===== config.mk =====
export PLATFORM = sky130hd
export DESIGN_NAME = sipo_loader
export DESIGN_NICKNAME = d
export VERILOG_FILES = /design/src/rtl/sipo_loader.sv
export SDC_FILE = /design/constraint.sdc
export NUM_CORES = 1
export LEC_CHECK = 0
export ABC_CLOCK_PERIOD_IN_PS = 2500
export CAP_MARGIN = 20
export CORE_AREA = 2 2 39 41
export DETAILED_ROUTE_END_ITERATION = 6
export DIE_AREA = 0 0 41 43
export PLACE_DENSITY = 0.62
export RECOVER_POWER = 25
export SETUP_SLACK_MARGIN = 0.5
export SLEW_MARGIN = 5
export SYNTH_ARGS = -nofsm -noshare
export SYNTH_HDL_FRONTEND = slang
export SYNTH_SLANG_ARGS = --single-unit

===== constraint.sdc =====
create_clock -name clk -period 2.5 [get_ports clk]
set_input_delay 0.75 -clock clk [delete_from_list [all_inputs] [get_ports clk]]
set_output_delay 0.75 -clock clk [all_outputs]
set_load 0.01 [all_outputs]

===== src/rtl/sipo_loader.sv =====
// rtl/sipo_loader.sv - serial-in parallel-out word loader, MSB first, qualified by sin_valid.
// Optional even-parity check after the data bits is compiled in with SIPO_PARITY_CHECK_EN.
module sipo_loader #(
  parameter int n = 4
) (
  input  logic         clk,
  input  logic         rst,
  input  logic         start,
  input  logic         sin,
  input  logic         sin_valid,
  output logic [n-1:0] dout,
  output logic         dout_valid,
  output logic         busy,
  output logic         parity_err
);

  localparam int CW = $clog2(n + 1);
  localparam logic [CW-1:0] LAST = CW'(n - 1);

`ifdef SIPO_PARITY_CHECK_EN
  typedef enum logic [1:0] {IDLE = 2'd0, SHIFT = 2'd1, PARITY = 2'd2} state_t;
`else
  typedef enum logic [1:0] {IDLE = 2'd0, SHIFT = 2'd1} state_t;
`endif

  state_t          state_q, state_d;
  logic [n-1:0]    shreg_q, shreg_d;
  logic [CW-1:0]   cnt_q, cnt_d;
  logic [n-1:0]    dout_q, dout_d;
  logic            dout_valid_q, dout_valid_d;
  logic [n-1:0]    shifted;
`ifdef SIPO_PARITY_CHECK_EN
  logic            parity_err_q, parity_err_d;
`endif

  always_comb begin
    state_d      = state_q;
    shreg_d      = shreg_q;
    cnt_d        = cnt_q;
    dout_d       = dout_q;
    dout_valid_d = 1'b0;
`ifdef SIPO_PARITY_CHECK_EN
    parity_err_d = 1'b0;
`endif
    shifted      = (shreg_q << 1) | {{(n-1){1'b0}}, sin};
    case (state_q)
      IDLE: begin
        // sin is deliberately not sampled on the start edge
        if (start) begin
          state_d = SHIFT;
          shreg_d = '0;
          cnt_d   = '0;
        end
      end
      SHIFT: begin
        if (sin_valid) begin
          shreg_d = shifted;
          cnt_d   = cnt_q + CW'(1);
          if (cnt_q == LAST) begin
`ifdef SIPO_PARITY_CHECK_EN
            state_d = PARITY;
`else
            state_d      = IDLE;
            dout_d       = shifted;
            dout_valid_d = 1'b1;
`endif
          end
        end
      end
`ifdef SIPO_PARITY_CHECK_EN
      PARITY: begin
        if (sin_valid) begin
          state_d = IDLE;
          if (^{shreg_q, sin} == 1'b0) begin
            dout_d       = shreg_q;
            dout_valid_d = 1'b1;
          end else begin
            parity_err_d = 1'b1;
          end
        end
      end
`endif
      default: state_d = IDLE;
    endcase
  end

  always_ff @(posedge clk) begin
    if (rst) begin
      state_q      <= IDLE;
      shreg_q      <= '0;
      cnt_q        <= '0;
      dout_q       <= '0;
      dout_valid_q <= 1'b0;
`ifdef SIPO_PARITY_CHECK_EN
      parity_err_q <= 1'b0;
`endif
    end else begin
      state_q      <= state_d;
      shreg_q      <= shreg_d;
      cnt_q        <= cnt_d;
      dout_q       <= dout_d;
      dout_valid_q <= dout_valid_d;
`ifdef SIPO_PARITY_CHECK_EN
      parity_err_q <= parity_err_d;
`endif
    end
  end

  assign dout       = dout_q;
  assign dout_valid = dout_valid_q;
  assign busy       = (state_q != IDLE);
`ifdef SIPO_PARITY_CHECK_EN
  assign parity_err = parity_err_q;
`else
  assign parity_err = 1'b0;
`endif

endmodule


-- After elaboration in Yosys (flattened, before gate mapping)
Index checks and enable logic that the tools add are counted.
- $add $sub $neg: 1
- eq/ne operators: 5
- muxes and demuxes: 11
- bitwise logic cells: 3
- reductions and logical operators: 7
- operators with widths (kind ; count):
    $mux W3 ; 4
    $pmux W3 S2 ; 2
    $reduce_and A3 Y1 ; 3
    $mux W2 ; 3
    $ne A2 B2 Y1 const B ; 3
    $or A4 B1 Y4 ; 1
    $pmux W2 S2 ; 1
    $reduce_bool A2 Y1 ; 2
    $add A3 B1 Y3 const B ; 1
    $eq A3 B2 Y1 const B ; 1
    $reduce_or A3 Y1 ; 1
    $eq A2 B1 Y1 const B ; 1
    $logic_not A2 Y1 ; 1
    $not A1 Y1 ; 2
    $mux W1 ; 1
- bits in registers: 13
- input port bits: 5
- output and inout bits: 7
- word-level logic and storage cells: 32

-- Longest topological paths before layout
Gate-level depths: netlist of the first run.
- depth in word-level cells: 4
- gate-level depth with buffers: 5
- mapped depth without buffers: 5

-- Worst setup path after synthesis of the first run
OpenSTA, ideal clock, no wires.
- path kind: input port to flip-flop
- start point: input sin_valid
- end point: register dout_q[0] (netlist: dout[0])
- data arrival time: 1.192 ns
- required time: 2.368 ns
- path slack: 1.175 ns
- stages: 4
- cell sequence: buf_4 > and3_4 > nand2_1 > a21oi_1
- word-level cells in the longest chain between the ends: 1
- ends and longest elaborated chain (element ; line ; text):
    start, declared ; 10 ; input logic sin_valid,
    $reduce_and A3 Y1 (no line) ; - ;
    end signal, assigned ; 101 ; dout_q <= dout_d;
    end, declared ; 29 ; logic [n-1:0] dout_q, dout_d;
No other way between the ends.
A chain may end at the register's enable or synchronous reset.

-- Final worst setup path of the first run
- start point: register state_q[0]
- end point: output busy
- word-level cells in the longest chain between the ends: 1
- ends and longest elaborated chain (element ; line ; text):
    start, declared ; 26 ; state_t state_q, state_d;
    start signal, assigned ; 98 ; state_q <= state_d;
    $reduce_bool A2 Y1 ; 111 ; assign busy = (state_q != IDLE);
    end, declared ; 13 ; output logic busy,
No other way between the ends.

==> results of run 1 <==
-- cells in the mapped netlist (all sizes together) --
library cell,n
nand2,9
xnor2,1
a211oi,5
buf,3
nor2,2
nand3,1
clkbuf,1
nor3,1
inv,2
ha,2
conb,1
and3,1
or3,1
mux2i,4
a21oi,10
o211ai,1
dfxtp,12
-- layout make-up --
| cell class | instances | area, sq um |
|---|---|---|
| inverters | 2 | 7.51 |
| well taps | 16 | 20.0 |
| repair buffers | 11 | 108 |
| fillers | 149 | 744 |
| clock buffers | 3 | 22.5 |
| multi-input cells | 39 | 241 |
| flip-flops and latches | 12 | 240 |
-- where the power goes --
group          leakage (nW)  switching, W  internal (W)
clock network        0.0138     0.0000574     0.0000556
logic                 0.126     0.0000210     0.0000200
registers            0.0979    0.00000580      0.000198
total                 0.238     0.0000842      0.000274
-- flip-flops by register name, indices dropped and copies added (netlist names) --
register / flops
dout: 4
cnt_q: 3
state_q: 1
shreg_q: 3
dout_valid: 1
-- through the flow --
step,std cells,hold WS [ns]
2_1_floorplan,57,0.445
3_3_place_gp,80,0.449
3_5_place_dp,80,0.451
4_1_cts,83,0.460
5_1_grt,83,0.476
6_report,83,0.457
-- layer usage --
metal / track usage [%] / up-vias / share of wire (%)
li1: - / 218 / -
met1: 13.5 / 175 / 52
met2: 15.0 / 5 / 44
met3: 4.71 / 2 / 2.6
met4: 12.0 / 0 / 1.4
met5: 0 / - / 0
-- cells by family (layout without fill, tap and decap cells) --
| logic type | after synthesis | count (layout) | share of synthesized area [%] |
|---|---|---|---|
| other cells | 1 | 1 | 0.727 |
| simple gates | 15 | 15 | 13.3 |
| mux | 4 | 4 | 7.77 |
| compound gates | 16 | 16 | 18.4 |
| xor+xnor | 1 | 1 | 1.70 |
| fa+ha+maj | 2 | 2 | 4.85 |
| buf+inv | 6 | 16 | 6.55 |
| flops | 12 | 12 | 46.6 |
-- cells in the final DEF, fill, tap and decap left out, drive strengths merged --
| master | n |
|---|---|
| a211oi | 5 |
| a21oi | 10 |
| and3 | 1 |
| buf | 1 |
| clkbuf | 3 |
| clkdlybuf4s50 | 9 |
| conb | 1 |
| dfxtp | 12 |
| dlygate4sd3 | 1 |
| ha | 2 |
| inv | 2 |
| mux2i | 4 |
| nand2 | 9 |
| nand3 | 1 |
| nor2 | 2 |
| nor3 | 1 |
| o211ai | 1 |
| or3 | 1 |
| xnor2 | 1 |
-- worst max path at each step --
stage,from,end,slack [ns],depth (start not counted)
3_5_place_dp,sin_valid,dout[1],0.49,4
2_1_floorplan,sin_valid,dout[0],1.18,4
6_report,state_q[0],busy,0.60,1
5_1_grt,state_q[0],busy,0.53,1
3_3_place_gp,sin_valid,dout[3],0.50,4
4_1_cts,state_q[0],busy,0.58,1
==> flow_summary.toml, run 1 <==
[run_status]
status = "finished, final reports clean"

[setup_path]
rr_endpoint = "dout[0]"
crit_path_cell_trace = "clkdlybuf4s50_1"
cpPeakStageDelay_ns = 0.55
crit_slowest_cell = "clkdlybuf4s50_1"
critical_path_arrival_ns = 1.15
reg2reg_slack_ns = 1.33
r2r_cells = 5
critPathBufInv = 1
required_ns = 1.75
critical-path-top-delay-family = "buffers and inverters"
r2r_start = "cnt_q[0]"
timing_worst_setup_path_type = "flip-flop to output port"
startpoint_type = "flip-flop"
end_kind = "output port"
worst-path-max-fanout = 2

[sta]
finalHoldViolCount = 0
finalSetupViolations = 0
slew_violations = 0
timing.final.crit_share_pct = 76.0
clock_skew_ns = 0.00250
min_period_ns = 1.90
setup_ws_ns = 0.599
rsz0062_at_grt = "no"
tns_ns = 0
fmax_ghz = 0.526

[job]
drv_cap = 0

[place]
place_area_sq_um = 617
place_ws_ns = 0.490
portBuffers = 10
gp_congestion = 0.705

[cts]
hold_buffers = 0
ctsResizeCount = 0
clk_path_buf_depth = 2
cts_setup_buffers = 0
cts_tree = "built"
htreeDepth = 1
clk_latency_ns = 0.26
root_buffer = "clkbuf_4"
path_clk_slew_ns = 0.07
clock-sinks = 12
cts_buffers = 3

[die]
core-area_sq_um = 1380
io_pins = 12
floorplan.initialDensity_pct = 37.3
dieArea_sq_um = 1760
die_h_microns = 43
die_w_microns = 41
fp-row-count = 14

[cells_and_area]
layout-drive-gt1-share_pct = 7.46
final_area_sq_um = 639
area_growth_pct = 24.0
nets = 76
n_antenna_cell = 0
utilization_pct = 46.2

[power]
power_density_nw_per_um2 = 560
total_power_w = 0.000358
power.leakage_nw = 0.238
vdd_drop_max_mv = 0.240

[yosys]
synth.avg_cell_area_sq_um = 9.04
synthesis.area_sq_um = 515
yosysSeqAreaShare_pct = 46.6
ys_ff_latch = 12
synth_cell_type_count = 17
synth_top_area_share_pct = 46.6
ys_top_cells_by_area = "dfxtp_1, a21oi_1, mux2i_1"
yosysWarnings = 0
synthCells = 57
synth_fp_nets = 64
yosysTopAreaCell = "dfxtp_1"

[detailed_routing]
viasPerCell = 4.82
num_vias = 400
ant_nets = 0
drtIter0Drc = 2
drt-total-wl_microns = 875
first_pass_iters = 2
wire_per_inst_microns = 10.5
drc = 0

[grt]
antenna_found_initial = 0
global_route.usage.total_pct = 11.7
grt_max_degree = 16
grt_overflow_total = 0
grt_pass1_vias = 338
grt_pass1_wl_microns = 1330

[hold_path]
min_from = "dout[3]"
min-delay-path-class = "flip-flop to flip-flop"
hold_path_end = "dout[3]"
whs_path_depth = 2
No activity file was read; power rests on OpenSTA's default activity.
==> run 2: changes to the inputs <==
--- a/config.mk
+++ b/config.mk
@@ -5,7 +5,7 @@
 export SDC_FILE = /design/constraint.sdc
 export NUM_CORES = 1
 export LEC_CHECK = 0
-export ABC_CLOCK_PERIOD_IN_PS = 2500
+export ABC_CLOCK_PERIOD_IN_PS = 1800
 export CAP_MARGIN = 20
 export CORE_AREA = 2 2 39 41
 export DETAILED_ROUTE_END_ITERATION = 6
==> constraint.sdc (replaced) <==
create_clock -name clk -period 1.8 [get_ports clk]
set_input_delay 0.54 -clock clk [delete_from_list [all_inputs] [get_ports clk]]
set_output_delay 0.54 -clock clk [all_outputs]
set_load 0.01 [all_outputs]
==> run 2 against run 1 <==
  * Critical path depth up 3
  * Die area unchanged
  * Critical path type is now input pin to flip-flop
  * Routed wire length up 6.7%
==> flow_summary.toml, run 2 (synthesis results as in run 1) <==
[run_status]
status = "finished, final reports clean"

[detailed_routing]
drtIter0Drc = 2
drt-total-wl_microns = 934
wire_per_inst_microns = 11.0
drc = 0
num_vias = 404
viasPerCell = 4.75
ant_nets = 0
first_pass_iters = 4

[die]
core-area_sq_um = 1380
die_h_microns = 43
die_w_microns = 41
floorplan.initialDensity_pct = 37.3
dieArea_sq_um = 1760
fp-row-count = 14
io_pins = 12

[setup_path]
r2r_start = "cnt_q[0]"
worst-path-max-fanout = 5
crit_slowest_cell = "dlygate4sd3_1"
timing_worst_setup_path_type = "input pin to flip-flop"
required_ns = 1.97
critical_path_arrival_ns = 1.56
crit_path_cell_trace = "dlygate4sd3_1, inv_1, a21oi_1, a211oi_1"
r2r_cells = 5
end_kind = "flip-flop"
cpPeakStageDelay_ns = 0.56
startpoint_type = "input pin"
reg2reg_slack_ns = 0.60
rr_endpoint = "dout[2]"

[hold_path]
min-delay-path-class = "flip-flop to flip-flop"
min_from = "dout[1]"
whs_path_depth = 2
hold_path_end = "dout[1]"

[sta]
fmax_ghz = 0.717
rsz0062_at_grt = "yes"
tns_ns = 0
finalHoldViolCount = 0
slew_violations = 0
finalSetupViolations = 0
clock_skew_ns = 0.000716
setup_ws_ns = 0.406
timing.final.crit_share_pct = 77.4
min_period_ns = 1.39

[place]
dp_hpwl_microns = 646
dpl.cell_count = 82
portBuffers = 10
gp_congestion = 0.708
place_ws_ns = 0.154

[power]
total_power_w = 0.000495
power.leakage_nw = 0.270
vdd_drop_max_mv = 0.400
power_density_nw_per_um2 = 784

[cells_and_area]
layout-drive-gt1-share_pct = 20.3
area_growth_pct = 22.3
utilization_pct = 45.6
layout_common_cells = "dfxtp_1, a21oi_1, nand2_1"
nets = 78
final.fill_count = 145
n_antenna_cell = 0
final_common_cell = "dfxtp_1"
final_cells = 85
largest_reg_flops = 4

[cts]
cts_tree = "built"
cts_buffers = 3
clk_latency_ns = 0.25
hold_buffers = 0
path_clk_slew_ns = 0.07
htreeDepth = 1
ctsResizeCount = 25
root_buffer = "clkbuf_4"
cts_setup_buffers = 0
clk_path_buf_depth = 2
clock-sinks = 12

[grt]
global_route.usage.total_pct = 12.8
grt_pass1_wl_microns = 1550
grt_overflow_total = 0
antenna_found_initial = 0
grt_max_degree = 16
grt_pass1_vias = 346

[job]
drv_cap = 0
-- run 2: worst max-delay path by stage --
stage | from | end | depth (start not counted)
after floorplan | sin_valid | dout[0] | 4
after global placement | sin_valid | shreg_q[0] | 4
after detailed placement | sin_valid | shreg_q[2] | 4
after CTS | dout[2] | dout[2] | 1
after global routing | start | cnt_q[0] | 4
final | start | cnt_q[0] | 4
-- run 2: routing by layer --
layer,share of wire [%],global-route usage (%)
met5,0,0
met4,1.5,8.00
met3,3.0,3.14
met2,44,15.0
met1,51,19.7
-- run 2: layout make-up --
type                    count  area, sq um  share of cell area (%)
inverters                   2         7.51                    1.19
clock buffers               3         22.5                    3.57
repair buffers             13         97.6                    15.5
flip-flops and latches     12          241                    38.3
multi-input cells          39          241                    38.3
well taps                  16         20.0                    3.17
-- run 2: power by group --
| group | switching (W) | total, W | internal [W] |
|---|---|---|---|
| registers | 0.00000769 | 0.000284 | 0.000276 |
| logic | 0.0000306 | 0.0000593 | 0.0000286 |
| clock network | 0.0000748 | 0.000152 | 0.0000770 |
| total | 0.000113 | 0.000495 | 0.000381 |
-- run 2: worst max-delay path, delay by kind of cell --
family | cells | cell delay [ns]
compound gates | 2 | 0.31
buf+inv | 2 | 0.71
-- run 2: stage by stage --
| step | area [sq um] | hold WS [ns] |
|---|---|---|
| 2_1_floorplan | 515 | 0.445 |
| 3_3_place_gp | 632 | 0.442 |
| 3_5_place_dp | 632 | 0.449 |
| 4_1_cts | 633 | 0.456 |
| 5_1_grt | 631 | 0.471 |
| 6_report | 631 | 0.454 |
==> run 3: changes to the inputs <==
--- a/config.mk
+++ b/config.mk
@@ -5,7 +5,7 @@
 export SDC_FILE = /design/constraint.sdc
 export NUM_CORES = 1
 export LEC_CHECK = 0
-export ABC_CLOCK_PERIOD_IN_PS = 1800
+export ABC_CLOCK_PERIOD_IN_PS = 1400
 export CAP_MARGIN = 20
 export CORE_AREA = 2 2 39 41
 export DETAILED_ROUTE_END_ITERATION = 6
==> constraint.sdc (replaced) <==
create_clock -name clk -period 1.4 [get_ports clk]
set_input_delay 0.42 -clock clk [delete_from_list [all_inputs] [get_ports clk]]
set_output_delay 0.42 -clock clk [all_outputs]
set_load 0.01 [all_outputs]
==> run 3 against run 2 <==
  * Die area is the same
  * Routed wire length grew 29%
  * Highest routed layer unchanged
  * Critical path type is now flip-flop to output port
  * Critical endpoint is now busy
  * Register-to-register slack lost 0.35 ns
  * Clock skew grew 0.0080 ns
  * Sequential power up 29%
  * Critical path depth decreased by 3
  * Sequential share of layout area shrank 7.4 points
  * Via count grew 14%
  * Final cell count rose by 8.2%
  * Global-route usage increased by 3.2 points
  * Flip-flop and latch count is the same
==> flow_summary.toml, run 3 (synthesis results as in run 1) <==
[cts]
htreeDepth = 1
cts_buffers = 3
path_clk_slew_ns = 0.09
root_buffer = "clkbuf_4"
cts_tree = "built"
clock-sinks = 12
clk_latency_ns = 0.28
clk_path_buf_depth = 2

[die]
fp-row-count = 14
die_h_microns = 43
dieArea_sq_um = 1760
floorplan.initialDensity_pct = 37.3
io_pins = 12
die_w_microns = 41
core-area_sq_um = 1380

[hold_path]
hold_path_end = "dout[0]"
min_from = "dout[0]"
whs_path_depth = 2
min-delay-path-class = "flip-flop to flip-flop"

[setup_path]
critical-path-top-delay-family = "flip-flops"
reg2reg_slack_ns = 0.25
r2r_cells = 5
critical_path_arrival_ns = 0.74
timing_worst_setup_path_type = "flip-flop to output port"
cpPeakStageDelay_ns = 0.36
rr_endpoint = "dout[2]"
end_kind = "output port"
crit_path_cell_trace = "buf_6"
required_ns = 0.98
crit_slowest_cell = "dfxtp_1"
startpoint_type = "flip-flop"
critPathBufInv = 1
r2r_start = "cnt_q[0]"
worst-path-max-fanout = 2

[sta]
min_period_ns = 1.16
rsz0062_at_grt = "yes"
finalHoldViolCount = 0
finalSetupViolations = 0
fmax_ghz = 0.860
timing.final.crit_share_pct = 83.0
clock_skew_ns = 0.00868
tns_ns = 0
slew_violations = 0

[grt]
grt_overflow_total = 0
grt_pass1_wl_microns = 1920
antenna_found_initial = 0
grt_pass1_vias = 432
grt_max_degree = 16
global_route.usage.total_pct = 16.0

[detailed_routing]
ant_nets = 0
first_pass_iters = 4
viasPerCell = 5.00
num_vias = 460
drc = 0
drt-total-wl_microns = 1200
drtIter0Drc = 7
wire_per_inst_microns = 13.1

[place]
portBuffers = 10
gp_congestion = 0.686
place_area_sq_um = 676
dp_hpwl_microns = 768

[cells_and_area]
final_common_cell = "buf_6"
area_growth_pct = 56.3
final.fill_count = 121
nets = 84
final_area_sq_um = 806
layout-drive-gt1-share_pct = 52.6
n_antenna_cell = 0
largest_reg_flops = 4
layout_common_cells = "buf_6, a21oi_1, dfxtp_1"

[power]
vdd_drop_max_mv = 0.513
power.leakage_nw = 0.319
power_density_nw_per_um2 = 951

[run_status]
status = "finished, final reports clean"

[job]
drv_cap = 0
## run 3: where the power goes
group          switching, W  internal [W]
Combinational     0.0000559     0.0000591
Clock              0.000127      0.000158
Sequential        0.0000127      0.000354
Total              0.000196      0.000571
## run 3: through the flow
stage,setup WS (ns),cells,utilization (%),hold WS [ns],power (W)
6_report,0.238,92,58.2,0.465,0.000767
5_1_grt,0.187,92,58.2,0.475,0.000798
4_1_cts,0.263,91,55.8,0.463,0.000752
3_5_place_dp,-0.108,84,48.8,0.448,0.000463
3_3_place_gp,-0.0814,84,48.8,0.446,0.000460
2_1_floorplan,0.359,57,-,0.452,0.000431
## run 3: timing repair
action / CTS / global route
hold endpoints to repair: 0 / 0
endpoints found under the setup margin: 18 / 18
buffers inserted: 2 / 1
hold buffers: 0 / 0
cloned: 1 / 0
gates resized for setup: 51 / 9
pin swaps: 5 / 6
## run 3: cell type report
| type | count | area [sq um] | share of cell area, % |
|---|---|---|---|
| timing repair buffer | 19 | 173 | 21.4 |
| sequential | 12 | 249 | 30.9 |
| clock buffer | 4 | 36.3 | 4.50 |
| tap | 16 | 20.0 | 2.48 |
| multi-input combinational | 39 | 320 | 39.8 |
| inverter | 2 | 7.51 | 0.932 |
## run 3: worst max path at each step
stage | from | to | slack (ns) | cells past startpoint
2_1_floorplan | cnt_q[0] | cnt_q[2] | 0.36 | 5
3_3_place_gp | sin_valid | shreg_q[1] | -0.08 | 4
3_5_place_dp | sin_valid | cnt_q[1] | -0.11 | 4
4_1_cts | dout[0] | dout[0] | 0.26 | 1
5_1_grt | cnt_q[0] | dout[2] | 0.19 | 5
6_report | state_q[0] | busy | 0.24 | 1
## run 3: per-layer routing
metal | track usage (%) | wire length (microns) | vias to the layer above
met2 | 22.8 | 595 | 8
met3 | 3.14 | 32 | 2
met5 | 0 | 0 | -
met4 | 8.00 | 14 | 0
li1 | - | - | 234
met1 | 22.0 | 562 | 216
## run 3: tightest hold or removal path: stages, from the launching register on
cell and delay (ns):
dfxtp_2 0.33, nand2_1 0.05, a21oi_1 0.05
